**src/rtl/param_bus_register.sv**
```systemverilog
// param_bus_register: WIDTH-bit BasComp register loaded from the common bus, with inc/dec/clr,
// zero and carry/borrow status, and a sticky command-conflict flag. Optional macro: SAT_EN.
module param_bus_register #(
  parameter int unsigned          WIDTH     = 8,
  parameter int unsigned          BUS_WIDTH = 16,
  parameter logic [BUS_WIDTH-1:0] RESET_VAL = '0
) (
  input  logic                 clk,
  input  logic                 rst_n,
  input  logic                 load,
  input  logic                 inc,
  input  logic                 dec,
  input  logic                 clr,
  input  logic                 err_clr,
  input  logic [BUS_WIDTH-1:0] in_data,
  output logic [WIDTH-1:0]     out_data,
  output logic                 zero,
  output logic                 carry,
  output logic                 err
);

  localparam logic [WIDTH-1:0] ONES = '1;
  localparam logic [WIDTH-1:0] NIL  = '0;
  localparam logic [WIDTH-1:0] INIT = RESET_VAL[WIDTH-1:0];

  if (WIDTH < 1 || WIDTH > BUS_WIDTH) begin : g_bad_width
    $error("param_bus_register: WIDTH must be within 1..BUS_WIDTH");
  end

  // Only the low WIDTH bus bits are architecturally visible to this register.
  if (BUS_WIDTH > WIDTH) begin : g_bus_upper
    logic unused_bus_upper;
    assign unused_bus_upper = ^in_data[BUS_WIDTH-1:WIDTH];
  end

  // Increment with overflow flag in the MSB; the result either wraps or sticks at all-ones.
  function automatic logic [WIDTH:0] step_up(input logic [WIDTH-1:0] v);
    logic [WIDTH:0] r;
    if (v == ONES) begin
`ifdef SAT_EN
      r = {1'b1, ONES};
`else
      r = {1'b1, NIL};
`endif
    end else begin
      r = {1'b0, v + WIDTH'(1'b1)};
    end
    return r;
  endfunction

  // Decrement with borrow flag in the MSB; the result either wraps or sticks at zero.
  function automatic logic [WIDTH:0] step_down(input logic [WIDTH-1:0] v);
    logic [WIDTH:0] r;
    if (v == NIL) begin
`ifdef SAT_EN
      r = {1'b1, NIL};
`else
      r = {1'b1, ONES};
`endif
    end else begin
      r = {1'b0, v - WIDTH'(1'b1)};
    end
    return r;
  endfunction

  logic [2:0]       cmd_cnt_p0;
  logic             conflict_p0;
  logic [WIDTH-1:0] data_p0;
  logic             carry_p0;
  logic             err_p0;
  logic [WIDTH:0]   up_p0;
  logic [WIDTH:0]   down_p0;

  // Stage p0: decode the command set and form next-state values.
  always_comb begin
    cmd_cnt_p0  = {2'b00, load} + {2'b00, inc} + {2'b00, dec} + {2'b00, clr};
    conflict_p0 = (cmd_cnt_p0 > 3'd1);
    up_p0       = step_up(out_data);
    down_p0     = step_down(out_data);
    data_p0     = out_data;
    carry_p0    = 1'b0;

    // With no priority among commands, a conflict simply leaves the contents untouched.
    if (cmd_cnt_p0 == 3'd1) begin
      if (load) begin
        data_p0 = in_data[WIDTH-1:0];
      end else if (clr) begin
        data_p0 = NIL;
      end else if (inc) begin
        data_p0  = up_p0[WIDTH-1:0];
        carry_p0 = up_p0[WIDTH];
      end else begin
        data_p0  = down_p0[WIDTH-1:0];
        carry_p0 = down_p0[WIDTH];
      end
    end

    // A fresh conflict outranks a simultaneous clear request.
    if (conflict_p0) begin
      err_p0 = 1'b1;
    end else if (err_clr) begin
      err_p0 = 1'b0;
    end else begin
      err_p0 = err;
    end
  end

  // Stage p1: architectural register state.
  always_ff @(posedge clk) begin
    if (!rst_n) begin
      out_data <= INIT;
      carry    <= 1'b0;
      err      <= 1'b0;
    end else begin
      out_data <= data_p0;
      carry    <= carry_p0;
      err      <= err_p0;
    end
  end

  assign zero = (out_data == NIL);

endmodule
```
**config.mk**
```make
export PLATFORM = sky130hd
export DESIGN_NAME = param_bus_register
export DESIGN_NICKNAME = d
export VERILOG_FILES = /design/src/rtl/param_bus_register.sv
export SDC_FILE = /design/constraint.sdc
export NUM_CORES = 1
export LEC_CHECK = 0
export CORE_MARGIN = 2
export CORE_UTILIZATION = 43
export DETAILED_ROUTE_END_ITERATION = 16
export GPL_ROUTABILITY_DRIVEN = 0
export PLACE_DENSITY = 0.87
export SLEW_MARGIN = 20
export SYNTH_ARGS = -nofsm -noshare
export SYNTH_HDL_FRONTEND = slang
export SYNTH_SLANG_ARGS = --single-unit
```
**constraint.sdc**
```tcl
create_clock -name clk -period 3.1 [get_ports clk]
set_clock_uncertainty 0.05 [all_clocks]
set_input_delay 0.31 -clock clk [delete_from_list [all_inputs] [get_ports clk]]
set_output_delay 0.31 -clock clk [all_outputs]
set_load 0.05 [all_outputs]
```
# Word-level counts from Yosys, hierarchy flattened
# Index checks and enable logic that the tools add are counted.
# op_classes
magnitude_cmp,1
n_mux,8
n_bitwise,2
eq_ne,2
n_reduce_logical,3
add_sub_neg,5
# ops
cell,n
$mux W8,3
$mux W9,2
$add A8 B1 Y8 const B,1
$eq A8 B8 Y1 const B,1
$logic_not A8 Y1,1
$sub A8 B1 Y8 const B,1
$reduce_or A4 Y1,1
$add A2 B1 Y3,1
$add A3 B1 Y3,1
$eq A3 B1 Y1 const B,1
$gt A3 B1 Y1 const B,1
$mux W1,3
$add A1 B1 Y2,1
$not A1 Y1,2
$reduce_bool A2 Y1,1
# word_totals
reg_bits,10
output_inout_bits,11
word_cells,24

# Longest topological paths before layout
# Gate-level depths: netlist (run 1).
# depth
word_depth,6
mapped_depth,11
mapped_depth_nobuf,10

# Least setup slack after synthesis (run 1)
# Ideal clock, no wire load.
# synth_timing
path_kind,input to register
start,input port inc
end,register out_data[5]
arrival_time_ns,2.754
path_slack_ns,0.237
required_time_ns,2.991
path_buffers,1
stages,11
setup_ns,0.059
cell_sequence,clkbuf_1 > inv_1 > fa_1 > inv_1 > ha_1 > inv_1 > ha_1 > nor3b_1 > nand3_1 > a311oi_1 > a22o_1
# synth_via
elab_chain_len,4
# synth_lines
item,line,text
start: declaration,11,"input logic inc,"
$add A1 B1 Y2,76,"cmd_cnt_p0 = {2'b00, load} + {2'b00, inc} + {2'b00, dec} + {2'b00, clr};"
$add A2 B1 Y3,76,
$add A3 B1 Y3,76,
$eq A3 B1 Y1,84,if (cmd_cnt_p0 == 3'd1) begin
end signal: assignment,115,out_data <= data_p0;
end: declaration,16,"output logic [WIDTH-1:0] out_data,"
# Several ways; a longest one is shown, not always the timed one.
# A chain may end at the register's enable or synchronous reset.

# Final worst setup path (run 1)
# layout_timing
start,input port inc
end,register out_data[7]
# The elaborated chain is that of the path after synthesis.

==> results of run 1 <==
layout by cell type (no fill, tap or decap), types with 4 or more instances in the layout:
cell             instances
nor3_1                   4
clkdlybuf4s50_1         25
o21ai_0                 13
dfxtp_1                 10
nand2_1                  7
ha_1                     6
nand3_1                  7
inv_1                   12
or3_1                    4
a31oi_1                  4
sequential cells by signal, summed over array words and instances (netlist names):
signal,count
carry,1
err,1
out_data,8
area by class of cell:
| class | count | area, sq um |
|---|---|---|
| clock buffer | 3 | 22.52 |
| fill | 180 | 774.5 |
| inverter | 12 | 45.04 |
| multi-input combinational | 85 | 593.1 |
| sequential | 10 | 200.2 |
| tap | 27 | 33.78 |
| timing repair buffer | 28 | 272.8 |
per-layer routing:
layer  part of all wire, %  vias to the layer above  GRT usage, %  wire, um
met1                    42                      446         25.19       984
met2                    50                       40         34.23      1164
li1                      -                      465             -         -
met3                   6.1                        5         3.374       142
met4                   1.5                        0         10.48        34
met5                     0                        -             0         0
critical path: cells and delay by family:
family,cells,cell delay (ps)
AO/OA/AOI/OAI,1,200
buffers and inverters,4,690
adder cells (fa/ha/maj),3,940
AND/OR/NAND/NOR,3,770
kinds of logic (layout without fill, tap and decap cells):
group / after synthesis / after routing / synth area share [%]
flip-flops: 10 / 10 / 22.73
AND/OR/NAND/NOR: 38 / 38 / 23.86
XOR/XNOR: 6 / 6 / 5.967
buffers and inverters: 21 / 43 / 9.943
adder cells (fa/ha/maj): 7 / 7 / 10.80
AO/OA/AOI/OAI: 34 / 34 / 26.71
power breakdown:
group          leakage (nW)  total, mW  internal, mW  switching, mW
logic                 0.365      0.314         0.130          0.185
clock network        0.0138     0.0933        0.0450         0.0483
registers            0.0820      0.179         0.145         0.0348
how the worst min path moves through the flow:
stage / start / endpoint / depth (start not counted)
after detailed placement: err / err / 2
after global routing: err / err / 2
after global placement: err / err / 2
after CTS: err / err / 2
after floorplan: in_data[0] / out_data[0] / 2
final: err / err / 2
metrics by stage:
| stage | setup slack (ps) | std cells | cell area, sq um |
|---|---|---|---|
| after CTS | 363.2 | 165 | 1167 |
| after detailed placement | 151.2 | 162 | 1145 |
| after global placement | 249.2 | 162 | 1145 |
| final | 363.4 | 165 | 1167 |
| after floorplan | 237.0 | 116 | 880.8 |
| after global routing | 237.4 | 165 | 1167 |
==> summary.md, run 1 <==
| Metric | Value |
|---|---|
| First-pass GRT wire length | `about 4000 um` |
| TritonCTS clock tree | `built` |
| Diode count | `0` |
| DR vias/cell | `5.794` |
| Min Hold Slack | `437.0 ps` |
| Layout cell share with drive strength beyond 1 | `approximately 7.2%` |
| Initial drt markers | `36` |
| Syn Inst Count | `116` |
| Register area share after synthesis | `22.73%` |
| Die Wd | `49.26 um` |
| Die Y | `49.26 um` |
| Post-synth EDFFs | `0` |
| GRT Util Overall | `20.53%` |
| Synth unique cells | `37` |
| Reg2reg setup slack | `990 ps` |
| WL/cell | `14.08 um` |
| Worst Path Required | `3270 ps` |
| Fin. max-slew vios | `0` |
| CP startpoint | `inc` |
| Worst path most repeated cell | `inv_1` |
| Skew-Pair Late Insertion Delay | `270 ps` |
| Syn Nets | `146` |
| Status | `complete, no violations` |
| H-tree levels | `1` |
| Reg2Reg Launch Point | `out_data[3]` |
| R2r endpoint | `out_data[4]` |
| Asr flop ratio synth | `0%` |
| Initial Util | `roughly 45%` |
| Cts repair resizes | `0` |
| Largest net degree at the start of global routing | `17` |
| Global route overflow | `0` |
| DRT Pass-1 Iters | `4` |
| Worst Hold Class | `register to register` |
| Max Cap Viol | `0` |
| Setup_tns | `0 ps` |
| Rel. slew slack | `66.64%` |
| Post-synth top cells | `o21ai_0, inv_1, dfxtp_1` |
| Ranking of synthesized cells by area | `dfxtp_1, ha_1, o21ai_0, inv_1, nand3_1` |
| Nets | `170` |
| CTS buffer count | `3` |
| Max frequency | `365.4 MHz` |
| Unrepaired setup endpoints after global routing | `no` |
| Final ANT Viol Nets | `0` |
| Maximum VDD drop | `343.4 uV` |
| Remaining DRCs | `0` |
| Initial antenna violation count | `0` |
| Final wirelength | `2324 um` |
| Hold Buf Count CTS | `0` |
| Warnings from Yosys | `0` |
| Port Buf Inserts | `25` |
| Syn avg cell area | `7.593 sq um` |
| Worst-path fanout max | `5` |
| Vias | `956` |
| Core box area | `around 0.002 sq mm` |
| Clock Sink Count | `10` |
| Power Total | `587.0 uW` |
| Vias in the first global route | `929` |
| Slowest stage cell on the critical path | `fa_1` |
| Synthesized area | `880.8 sq um` |
| Die area | `about 0.0024 sq mm` |
| CP Launch Type | `primary input` |
| Reg2Reg Depth | `4` |
| Detailed Place HPWL | `between 1500 and 2000 um` |
| Cell accounting for the most synthesized area | `dfxtp_1` |
| Util after Layout | `60.12%` |
| I/O pin count | `34` |
| Critical path type | `primary input to register` |
| Crit path cell chain | `clkdlybuf4s50_1 > inv_1 > fa_1 > inv_1 > ha_1 > inv_1 > ha_1 > nor3b_1 > nand3_1 > nor3_1 > a32o_1` |
| Bufs on Longest Clock Path | `2` |
| CP max stage delay | `roughly 520 ps` |
| Clk pin slew, worst setup/hold paths | `70 ps` |
| Final Setup Violations | `0` |
| Site Rows | `16` |
| Synth top area share | `22.73%` |
| Post-synth top flop | `dfxtp_1` |
| Most common cell in the synthesized netlist | `o21ai_0` |
| Root buffer cell | `clkbuf_4` |
| Critical Path End | `out_data[7]` |
| Area delta synth->final | `32.53%` |
| Static leakage | `approximately 0.46 nW` |
| Setup crit end kind | `register` |
| Synthesized flop and latch total | `10` |
| Tcrit/Tclk final | `roughly nine tenths` |
| WP data arrival | `2900 ps` |
| PD cells | `roughly 500 mW/mm^2` |
| Hold Fails Final Rpt | `0` |
| Min Clock Period, post-route | `2737 ps` |
| Post-CTS Setup Bufs | `0` |
| Worst-margin pin slew | `498.9 ps` |
Note: power is estimated with default switching activity, not from simulation.
==> run 2: changes to the inputs <==
--- a/config.mk
+++ b/config.mk
@@ -10,7 +10,6 @@
 export DETAILED_ROUTE_END_ITERATION = 16
 export GPL_ROUTABILITY_DRIVEN = 0
 export PLACE_DENSITY = 0.87
-export SLEW_MARGIN = 20
 export SYNTH_ARGS = -nofsm -noshare
 export SYNTH_HDL_FRONTEND = slang
 export SYNTH_SLANG_ARGS = --single-unit
==> results of run 2 <==
The final DEF is identical to that of run 1; final timing and power are the same.
